`src/rtl/bug_pkg.sv`:
```
// Shared constants and helpers for the BugFest bug lane.
package bug_pkg;

    localparam int W_DEFAULT = 15;

    // Vertical walking direction of a bug.
    localparam logic DIR_DOWN = 1'b0;
    localparam logic DIR_UP   = 1'b1;

    // Clamp a vertical coordinate into the inclusive range [lo, hi].
    function automatic logic [31:0] clamp_v(input logic [31:0] v,
                                            input logic [31:0] lo,
                                            input logic [31:0] hi);
        logic [31:0] r;
        if (v < lo) begin
            r = lo;
        end else if (v > hi) begin
            r = hi;
        end else begin
            r = v;
        end
        return r;
    endfunction

    // Number of set bits in an 8-bit vector (lane holds at most 8 slots).
    function automatic logic [3:0] popcount(input logic [7:0] bits);
        logic [3:0] n;
        n = 4'd0;
        for (int i = 0; i < 8; i++) begin
            n = n + {3'd0, bits[i]};
        end
        return n;
    endfunction

endpackage

```
`src/rtl/bug_lane_if.sv`:
```
// Control and sprite-position bundle between the game logic and the bug lane.
interface bug_lane_if #(
    parameter int NUM_BUGS = 4,
    parameter int W        = 15
);
    logic                  INIT;
    logic                  Frame;
    logic                  leftEN;
    logic                  spawn;
    logic [W-1:0]          spawnV;
    logic [NUM_BUGS-1:0]   kill;
    logic [NUM_BUGS*W-1:0] BugH;
    logic [NUM_BUGS*W-1:0] BugV;
    logic [NUM_BUGS-1:0]   active;
    logic                  escaped;
    logic                  overflow;
    logic [3:0]            live_count;

    modport master (
        output INIT, Frame, leftEN, spawn, spawnV, kill,
        input  BugH, BugV, active, escaped, overflow, live_count
    );

    modport slave (
        input  INIT, Frame, leftEN, spawn, spawnV, kill,
        output BugH, BugV, active, escaped, overflow, live_count
    );
endinterface

```
`src/rtl/bug_slot.sv`:
```
// One bug slot: position, bounce direction and occupancy with their update rules.
module bug_slot
    import bug_pkg::*;
#(
    parameter int W       = W_DEFAULT,
    parameter int H_START = 640,
    parameter int H_STEP  = 1,
    parameter int V_MIN   = 40,
    parameter int V_MAX   = 220,
    parameter int V_STEP  = 1
) (
    input  logic         clk,
    input  logic         rst,
    input  logic         init,
    input  logic         load,
    input  logic [W-1:0] loadv,
    input  logic         kill,
    input  logic         frame,
    input  logic         lefte,
    output logic [W-1:0] h,
    output logic [W-1:0] v,
    output logic         active,
    output logic         act_next,
    output logic         escape
);

    localparam int WX = W + 1;
    localparam logic [W:0] HSTEP_X = WX'(H_STEP);
    localparam logic [W:0] VMIN_X  = WX'(V_MIN);
    localparam logic [W:0] VMAX_X  = WX'(V_MAX);
    localparam logic [W:0] VSTEP_X = WX'(V_STEP);

    logic [W-1:0] h_r, h_d;
    logic [W-1:0] v_r, v_d;
    logic         dir_r, dir_d;
    logic         act_r, act_d;
    logic         esc_s;
    logic [W:0]   h_x_s, v_x_s;

    // Bounds tests are done one bit wider so the step can never wrap.
    assign h_x_s = {1'b0, h_r};
    assign v_x_s = {1'b0, v_r};

    // Next-state rules: init, then kill, then spawn load, then frame motion.
    always_comb begin
        h_d   = h_r;
        v_d   = v_r;
        dir_d = dir_r;
        act_d = act_r;
        esc_s = 1'b0;
        if (init) begin
            h_d   = '0;
            v_d   = '0;
            dir_d = DIR_DOWN;
            act_d = 1'b0;
        end else if (kill) begin
            act_d = 1'b0;
        end else if (load) begin
            h_d   = W'(H_START);
            v_d   = W'(clamp_v(32'(loadv), 32'(V_MIN), 32'(V_MAX)));
            dir_d = DIR_DOWN;
            act_d = 1'b1;
        end else if (frame && act_r) begin
            if (lefte) begin
                if (h_x_s < HSTEP_X) begin
                    act_d = 1'b0;
                    esc_s = 1'b1;
                end else begin
                    h_d = h_r - W'(H_STEP);
                end
            end else begin
                h_d = h_r;
            end
            if (dir_r == DIR_DOWN) begin
                if ((v_x_s + VSTEP_X) > VMAX_X) begin
                    v_d   = W'(V_MAX);
                    dir_d = DIR_UP;
                end else begin
                    v_d = v_r + W'(V_STEP);
                end
            end else begin
                if (v_x_s < (VMIN_X + VSTEP_X)) begin
                    v_d   = W'(V_MIN);
                    dir_d = DIR_DOWN;
                end else begin
                    v_d = v_r - W'(V_STEP);
                end
            end
        end else begin
            act_d = act_r;
        end
    end

    // Slot state registers.
    always_ff @(posedge clk or posedge rst) begin
        if (rst) begin
            h_r   <= '0;
            v_r   <= '0;
            dir_r <= DIR_DOWN;
            act_r <= 1'b0;
        end else begin
            h_r   <= h_d;
            v_r   <= v_d;
            dir_r <= dir_d;
            act_r <= act_d;
        end
    end

    assign h        = h_r;
    assign v        = v_r;
    assign active   = act_r;
    assign act_next = act_d;
    assign escape   = esc_s;

endmodule

```
`src/rtl/bug_lane.sv`:
```
// Multi-slot bug position engine: spawn allocation, per-slot motion and status pulses.
module bug_lane
    import bug_pkg::*;
#(
    parameter int NUM_BUGS = 4,
    parameter int W        = W_DEFAULT,
    parameter int H_START  = 640,
    parameter int H_STEP   = 1,
    parameter int V_MIN    = 40,
    parameter int V_MAX    = 220,
    parameter int V_STEP   = 1,
    parameter int V_SHIFT  = 1
) (
    input logic       clk,
    input logic       rst,
    bug_lane_if.slave bus
);

    logic [NUM_BUGS-1:0] act_s;
    logic [NUM_BUGS-1:0] act_next_s;
    logic [NUM_BUGS-1:0] esc_s;
    logic [NUM_BUGS-1:0] load_s;
    logic [W-1:0]        h_s [NUM_BUGS];
    logic [W-1:0]        v_s [NUM_BUGS];
    logic                any_free_s;
    logic [7:0]          act_pad_s;
    logic                escaped_r;
    logic                overflow_r;
    logic [3:0]          live_count_r;

    // Lowest-index free slot; a slot being killed this cycle is not free yet.
    always_comb begin
        load_s     = '0;
        any_free_s = 1'b0;
        for (int i = 0; i < NUM_BUGS; i++) begin
            if (!any_free_s && !act_s[i] && !bus.kill[i]) begin
                any_free_s = 1'b1;
                load_s[i]  = bus.spawn;
            end else begin
                load_s[i] = 1'b0;
            end
        end
    end

    generate
        for (genvar g = 0; g < NUM_BUGS; g++) begin : g_slot
            bug_slot #(
                .W       (W),
                .H_START (H_START),
                .H_STEP  (H_STEP),
                .V_MIN   (V_MIN),
                .V_MAX   (V_MAX),
                .V_STEP  (V_STEP)
            ) u_slot (
                .clk      (clk),
                .rst      (rst),
                .init     (bus.INIT),
                .load     (load_s[g]),
                .loadv    (bus.spawnV),
                .kill     (bus.kill[g]),
                .frame    (bus.Frame),
                .lefte    (bus.leftEN),
                .h        (h_s[g]),
                .v        (v_s[g]),
                .active   (act_s[g]),
                .act_next (act_next_s[g]),
                .escape   (esc_s[g])
            );

            assign bus.BugH[g*W +: W] = h_s[g];
            assign bus.BugV[g*W +: W] = v_s[g] << V_SHIFT;
        end
    endgenerate

    assign act_pad_s = 8'(act_next_s);

    // Lane-wide status: escape/overflow pulses and occupancy count.
    always_ff @(posedge clk or posedge rst) begin
        if (rst) begin
            escaped_r    <= 1'b0;
            overflow_r   <= 1'b0;
            live_count_r <= 4'd0;
        end else if (bus.INIT) begin
            escaped_r    <= 1'b0;
            overflow_r   <= 1'b0;
            live_count_r <= 4'd0;
        end else begin
            escaped_r    <= |esc_s;
            overflow_r   <= bus.spawn & ~any_free_s;
            live_count_r <= popcount(act_pad_s);
        end
    end

    assign bus.active     = act_s;
    assign bus.escaped    = escaped_r;
    assign bus.overflow   = overflow_r;
    assign bus.live_count = live_count_r;

endmodule

```
`src/flat_wrapper.sv`:
```
// flat-port wrapper written by rule: the top's interface ports become plain ports
module bug_lane_flat import bug_pkg::*;
#(
    parameter int NUM_BUGS = 4,
    parameter int W        = W_DEFAULT,
    parameter int H_START  = 640,
    parameter int H_STEP   = 1,
    parameter int V_MIN    = 40,
    parameter int V_MAX    = 220,
    parameter int V_STEP   = 1,
    parameter int V_SHIFT  = 1
)
  (clk, rst, bus_INIT, bus_Frame, bus_leftEN, bus_spawn, bus_spawnV, bus_kill, bus_BugH, bus_BugV, bus_active, bus_escaped, bus_overflow, bus_live_count);
  bug_lane_if #(.NUM_BUGS(NUM_BUGS), .W(W)) bus_i ();
  input logic clk;
  input logic rst;
  input wire logic [$bits(bus_i.INIT)-1:0] bus_INIT;
  input wire logic [$bits(bus_i.Frame)-1:0] bus_Frame;
  input wire logic [$bits(bus_i.leftEN)-1:0] bus_leftEN;
  input wire logic [$bits(bus_i.spawn)-1:0] bus_spawn;
  input wire logic [$bits(bus_i.spawnV)-1:0] bus_spawnV;
  input wire logic [$bits(bus_i.kill)-1:0] bus_kill;
  output wire logic [$bits(bus_i.BugH)-1:0] bus_BugH;
  output wire logic [$bits(bus_i.BugV)-1:0] bus_BugV;
  output wire logic [$bits(bus_i.active)-1:0] bus_active;
  output wire logic [$bits(bus_i.escaped)-1:0] bus_escaped;
  output wire logic [$bits(bus_i.overflow)-1:0] bus_overflow;
  output wire logic [$bits(bus_i.live_count)-1:0] bus_live_count;
  assign bus_i.INIT = bus_INIT;
  assign bus_i.Frame = bus_Frame;
  assign bus_i.leftEN = bus_leftEN;
  assign bus_i.spawn = bus_spawn;
  assign bus_i.spawnV = bus_spawnV;
  assign bus_i.kill = bus_kill;
  assign bus_BugH = bus_i.BugH;
  assign bus_BugV = bus_i.BugV;
  assign bus_active = bus_i.active;
  assign bus_escaped = bus_i.escaped;
  assign bus_overflow = bus_i.overflow;
  assign bus_live_count = bus_i.live_count;
  bug_lane #(.NUM_BUGS(NUM_BUGS), .W(W), .H_START(H_START), .H_STEP(H_STEP), .V_MIN(V_MIN), .V_MAX(V_MAX), .V_STEP(V_STEP), .V_SHIFT(V_SHIFT)) u_core (.clk(clk), .rst(rst), .bus(bus_i));
endmodule
```
`config.mk`:
```
export PLATFORM = sky130hd
export DESIGN_NAME = bug_lane_flat
export DESIGN_NICKNAME = d
export VERILOG_FILES = /design/src/rtl/bug_pkg.sv /design/src/rtl/bug_lane_if.sv /design/src/rtl/bug_slot.sv /design/src/rtl/bug_lane.sv /design/src/flat_wrapper.sv
export SDC_FILE = /design/constraint.sdc
export NUM_CORES = 1
export LEC_CHECK = 0
export BUFFER_PORTS_ARGS = -buffer_cell sky130_fd_sc_hd__buf_4
export CELL_PAD_IN_SITES_DETAIL_PLACEMENT = 1
export CELL_PAD_IN_SITES_GLOBAL_PLACEMENT = 1
export CORE_MARGIN = 3
export CORE_UTILIZATION = 46
export DETAILED_ROUTE_END_ITERATION = 16
export PLACE_DENSITY = 0.95
export SYNTH_ARGS = -nofsm -noshare
export SYNTH_HDL_FRONTEND = slang
export SYNTH_SLANG_ARGS = --single-unit
```
`constraint.sdc`:
```
create_clock -name clk -period 11 [get_ports clk]
set_clock_uncertainty 0.15 [all_clocks]
set_input_delay 2.2 -clock clk [delete_from_list [all_inputs] [get_ports clk]]
set_output_delay 2.2 -clock clk [all_outputs]
set_load 0.02 [all_outputs]
```
* Word-level counts from Yosys, hierarchy flattened *
Index checks and enable logic that the tools add are counted.

word-level totals
  input bits = 25
  register bits after elaboration = 134
  output and inout port bits = 130
  logic and storage cells = 242

cells by class
  reductions and logical operators = 39
  equal/unequal tests = 8
  $add $sub $neg = 19
  magnitude comparators = 14
  bitwise gates (word level) = 2
  mux-type cells = 141

operators with widths
  kind                                                                   count
  15-bit 2-to-1 mux                                                      54
  15-bit by 1-bit subtractor with 15-bit output, second input constant   8
  1-bit 2-to-1 mux                                                       86
  15-bit by 6-bit < comparator with 1-bit output, second input constant  5
  15-bit by 1-bit adder with 16-bit output, second input constant        4
  16-bit by 8-bit > comparator with 1-bit output, second input constant  4
  15-bit by 1-bit adder with 15-bit output, second input constant        4
  15-bit by 1-bit < comparator with 1-bit output, second input constant  4
  3-bit nonzero test                                                     8
  4-bit AND reduction                                                    4
  15-bit by 8-bit > comparator with 1-bit output, second input constant  1
  3-bit != test, second input constant                                   4
  1-bit logical AND                                                      11
  1-bit logical NOT                                                      11
  4-bit by 1-bit adder with 4-bit output                                 2
  2-bit != test, second input constant                                   4
  2-bit AND reduction                                                    4
  4-bit 2-to-1 mux                                                       1
  4-bit OR reduction                                                     1
  1-bit by 1-bit adder with 2-bit output                                 1
  1-bit bitwise AND                                                      1
  1-bit inverter                                                         1

* Depth between registers and ports, before layout *
  depth in word-level cells = 20
  mapped depth = 12
  depth with buffers taken out = 10

* Cells and area by module *
A second synthesis with hierarchy kept.

second synthesis, totals
  cell total of the unflattened synthesis = 1245
  area, all modules = 10003.3 sq um

by module, submodules not included
  module                                  instances  area an instance (sq um)  cells an instance  sequential area each (sq um)
  bug_slot (u_core.g_slot[0].u_slot ...)  3          2411.1                    302                800.8
  bug_slot (u_core.g_slot[3].u_slot)      1          2462.4                    310                800.8
  bug_lane                                1          307.8                     29                 125.1

* Worst setup path before layout *
OpenSTA, ideal clock, no wires.

  path kind = input -> register
  start point = input port bus_kill[1]
  end point = register u_core.live_count_r[1], in the netlist u_core.bus.live_count[1]
  path buffers = 3
  data arrival time = 4.334 ns
  slack = 6.384 ns
  cell stages on the path = 12
  data required time = 10.718 ns
  library setup time = 0.132 ns
  path through = clkbuf_1 or2_1 or2_0 clkbuf_1 clkbuf_1 a21boi_1 ha_1 inv_1 fa_1 inv_1 ha_1 nor2b_1

on the way
  elaborated cells between the ends (all ways) = 26
  classes of those cells = 3 x add/sub; 15 x mux; 8 x reduce/logical

RTL lines
  what                                                   RTL line            RTL
  start, declared                                        flat_wrapper.sv:22  input wire logic [$bits(bus_i.kill)-1:0] bus_kill;
  1-bit logical NOT                                      bug_lane.sv:36      if (!any_free_s && !act_s[i] && !bus.kill[i]) begin
  1-bit logical AND                                      bug_lane.sv:36
  1-bit 2-to-1 mux                                       bug_lane.sv:36
  1-bit 2-to-1 mux                                       bug_slot.sv:58      end else if (load) begin
  1-bit 2-to-1 mux *                                     bug_slot.sv:56      end else if (kill) begin
  1-bit 2-to-1 mux *                                     bug_slot.sv:51      if (init) begin
  via u_core.g_slot[1].u_slot.act_next                   bug_slot.sv:23      output logic act_next,
  1-bit by 1-bit adder with 2-bit output *               bug_pkg.sv:30       n = n + {3'd0, bits[i]};
  4-bit by 1-bit adder with 4-bit output * (2 in a row)  bug_pkg.sv:30
  4-bit 2-to-1 mux *                                     bug_lane.sv:83      end else if (bus.INIT) begin
  end signal, assigned                                   bug_lane.sv:90      live_count_r <= popcount(act_pad_s);
  end, declared                                          bug_lane.sv:29      logic [3:0] live_count_r;

Mark *: on every way through the listed nets, which the timed path passes. The rest lies on a longest branch.
A chain may end at the register's enable or synchronous reset.

* Worst setup path after layout *
  start point = input port bus_kill[0]
  end point = register u_core.live_count_r[1], in the netlist u_core.bus.live_count[1]

on the way
  elaborated cells between the ends (all ways) = 34
  classes of those cells = 3 x add/sub; 20 x mux; 11 x reduce/logical

RTL lines
  what                                                 RTL line
  1-bit logical NOT                                    bug_lane.sv:36
  1-bit logical AND                                    bug_lane.sv:36
  1-bit 2-to-1 mux                                     bug_lane.sv:36
  1-bit logical NOT                                    bug_lane.sv:36
  1-bit logical AND (2 in a row)                       bug_lane.sv:36
  1-bit 2-to-1 mux                                     bug_lane.sv:36
  1-bit 2-to-1 mux                                     bug_slot.sv:58
  1-bit 2-to-1 mux                                     bug_slot.sv:56
  1-bit 2-to-1 mux                                     bug_slot.sv:51
  via u_core.g_slot[1].u_slot.act_next                 bug_slot.sv:23
  1-bit by 1-bit adder with 2-bit output               bug_pkg.sv:30
  4-bit by 1-bit adder with 4-bit output (2 in a row)  bug_pkg.sv:30
  4-bit 2-to-1 mux                                     bug_lane.sv:83

The timed path passes the listed nets, and every way through them passes these cells.

==> results.json <==
{
  "endpoint": "u_core.bus.live_count[1]",
  "crit_path_start_kind": "primary input",
  "grt_pass1_vias": 9979,
  "min_period_over_period_pct": 42.8,
  "final_layout_size_suffix_gt1_share_pct": 17.0,
  "setup_tns_ns": 0,
  "viasPerCell": 6.45,
  "p_per_area_nw_per_um2": 174,
  "status": "finished clean",
  "hold_violations": 0,
  "grtUsageTotal_pct": 28.9,
  "drtIter0Drc": 722,
  "crit_fanout": 14,
  "fmax_mhz": 212,
  "reg2reg_depth": 10,
  "post-place-ws_ns": 5.98,
  "use_met1_pct": 38.5,
  "routedWlPerCell_um": 22.5,
  "fill_cells": 2520,
  "firstDrtPassIters": 5,
  "max_cap_violations": 0,
  "synth_area_um2": 9800,
  "gp_congestion": 0.942,
  "synth_top_area_share_pct": 34.0,
  "core_area_um2": 20600,
  "clock_sink_count": 133,
  "seq_area_um2": 3330,
  "top_usage_layer": "met2",
  "chipHeight_um": 152,
  "drc": 0,
  "worst_skew_pair.late_latency_ns": 0.43,
  "crit_path_end_kind": "flip-flop",
  "yosysSeqAreaShare_pct": 34.0,
  "path_class": "in -> reg",
  "avgSynthCellArea_um2": 8.08,
  "post_cts_buffers": 0,
  "ys.flop_type": "dfrtp_1",
  "final_common_cell": "buf_4",
  "ctsResizeCount": 0,
  "synth_top_cell_by_area": "dfrtp_1",
  "nets": 1296,
  "grt_pass1_wl_um": 55300,
  "cts_hold_buffers": 0,
  "dp_cells": 1507,
  "ir_drop_mv": 0.189,
  "worstReg2RegStart": "u_core.g_slot[1].u_slot.h[4]",
  "initial_utilization_pct": 47.7,
  "dieArea_um2": 23100,
  "pin_count": 155,
  "grt-ovfl-total": 0,
  "cts_tree": "built",
  "grt_max_degree": 78,
  "placed_area_um2": 10500,
  "area_growth_syn_to_layout_pct": 13.8,
  "grt_use_met2_pct": 46.4,
  "setup_viol": 0,
  "cp.required_ns": 11.16,
  "synth-edff-count": 0,
  "synth.distinct_cells": 89,
  "grt_antenna_before_repair": 0,
  "vias": 9921,
  "p_total_uw": 1940,
  "numCtsBuffers": 17,
  "synth-seq-cells": 133,
  "fp.dieW_um": 152,
  "wirelength_um": 34600,
  "final_cell_mix": "154 x buf_4, 135 x nor2_1, 133 x dfrtp_1",
  "n_antenna_cell": 0,
  "rows": 52,
  "critPathLaunch": "bus_kill[0]",
  "worst_slew_pin_slew_ns": 1.20,
  "stdcell_area_um2": 11100,
  "fin_cells": 1539,
  "arrival_ns": 4.87,
  "hp-class": "reg -> reg",
  "grt_setup_unrepaired": "false",
  "maxSlewHeadroom_pct": 19.6,
  "synthArstFlopShare_pct": 100,
  "slew_viol_final": 0,
  "netlist_instances": 1213,
  "dpl.hpwl_um": 23300,
  "p_leak_uw": 0.00479,
  "synth_warnings": 0,
  "multi_input_area_um2": 5570,
  "h-tree-depth": 4,
  "final_antenna_net_count": 0,
  "regToRegSetupSlack_ns": 7.27,
  "clockBufferDepth": 2,
  "cts_root_buf": "clkbuf_16",
  "setup_ws_ns": 6.29,
  "rr_endpoint": "u_core.bus.live_count[1]",
  "synthTopCellsByArea": "dfrtp_1 34%, nor2_1 5.2%, buf_4 5.0%",
  "io_buffer_count": 149,
  "grtUsageMet3_pct": 6.60,
  "period_minus_slack_ns": 4.71,
  "clkTransAtPathRegs_ns": 0.06
}
==> cells in the mapped netlist (7+ instances only) <==
cell / instances
a211oi_1: 14
dfrtp_1: 133
a22oi_1: 7
and2_1: 15
nor4_1: 28
nand2b_1: 11
buf_2: 11
inv_1: 38
o31ai_1: 17
o21ai_1: 47
nand3_1: 46
clkbuf_1: 53
and3_1: 8
buf_4: 65
ha_1: 14
or4_1: 14
nand4_1: 19
a221o_1: 12
o21ai_0: 43
a31oi_1: 15
o211ai_1: 10
xnor2_1: 41
a21oi_1: 58
nor3_1: 53
xor2_1: 35
or3_1: 26
nor2_1: 135
o21a_1: 8
nand2_1: 96
==> final cells by class <==
cell class / instances / share of cell area (%)
Timing Repair Buffer: 154 / 10.4
Multi-Input combinational cell: 910 / 50.0
Clock inverter: 11 / 1.13
Clock buffer: 21 / 4.22
Tap cell: 270 / 3.03
Inverter: 40 / 1.39
Sequential cell: 133 / 29.9
==> critical path, stage by stage <==
cell and delay [ns]:
buf_4 0.16, o21ai_0 0.39, or2_0 0.65, a21boi_1 0.21, ha_1 0.33, inv_1 0.07, fa_1 0.38, inv_1 0.10
ha_1 0.24, nor2b_1 0.13
==> metal layers <==
metal	routed length (µm)	up-vias
met5	0	-
met4	930	0
met3	2580	79
met2	16400	436
met1	14600	4978
li1	-	4428
==> logic make-up (layout without fill, tap and decap cells) <==
| kind of cell | after synthesis | count (layout) | share of synthesized area [%] |
|---|---|---|---|
| other cells | 1 | 5 | 0.0383 |
| compound gates | 313 | 313 | 21.7 |
| simple gates | 496 | 496 | 25.6 |
| mux | 3 | 3 | 0.319 |
| flops | 133 | 133 | 34.0 |
| xor+xnor | 76 | 76 | 6.79 |
| buf+inv | 174 | 226 | 9.37 |
| fa+ha+maj | 17 | 17 | 2.20 |
==> registers in the layout, indices dropped and copies added, names as in the netlist <==
name / count
u_core.bus.escaped: 1
u_core.bus.live_count: 3
u_core.bus.overflow: 1
u_core.g_slot.u_slot.active: 4
u_core.g_slot.u_slot.dir_r: 4
u_core.g_slot.u_slot.h: 60
u_core.g_slot.u_slot.v: 60
==> report_power, final <==
group          internal, µW  total [µW]  switching [µW]  leakage [µW]
Sequential              551         653             102       0.00183
Clock                   352         594             242      0.000281
Combinational           276         697             421       0.00268
==> worst min-delay path by stage <==
stage	startpoint	to	depth (start not counted)
2_1_floorplan	u_core.g_slot[2].u_slot.v[14]	u_core.g_slot[2].u_slot.v[14]	1
3_3_place_gp	u_core.g_slot[0].u_slot.h[13]	u_core.g_slot[0].u_slot.h[13]	1
3_5_place_dp	u_core.g_slot[0].u_slot.h[13]	u_core.g_slot[0].u_slot.h[13]	1
4_1_cts	u_core.g_slot[2].u_slot.v[14]	u_core.g_slot[2].u_slot.v[14]	1
5_1_grt	u_core.g_slot[0].u_slot.v[14]	u_core.g_slot[0].u_slot.v[14]	1
6_report	u_core.g_slot[2].u_slot.v[14]	u_core.g_slot[2].u_slot.v[14]	1
==> through the flow <==
stage	util [%]	hold slack [ns]
4_1_cts	54.2	0.386
5_1_grt	54.2	0.410
3_5_place_dp	51.3	0.361
2_1_floorplan	-	0.332
6_report	54.2	0.390
3_3_place_gp	51.3	0.359
No activity file was read; power rests on OpenSTA's default activity.
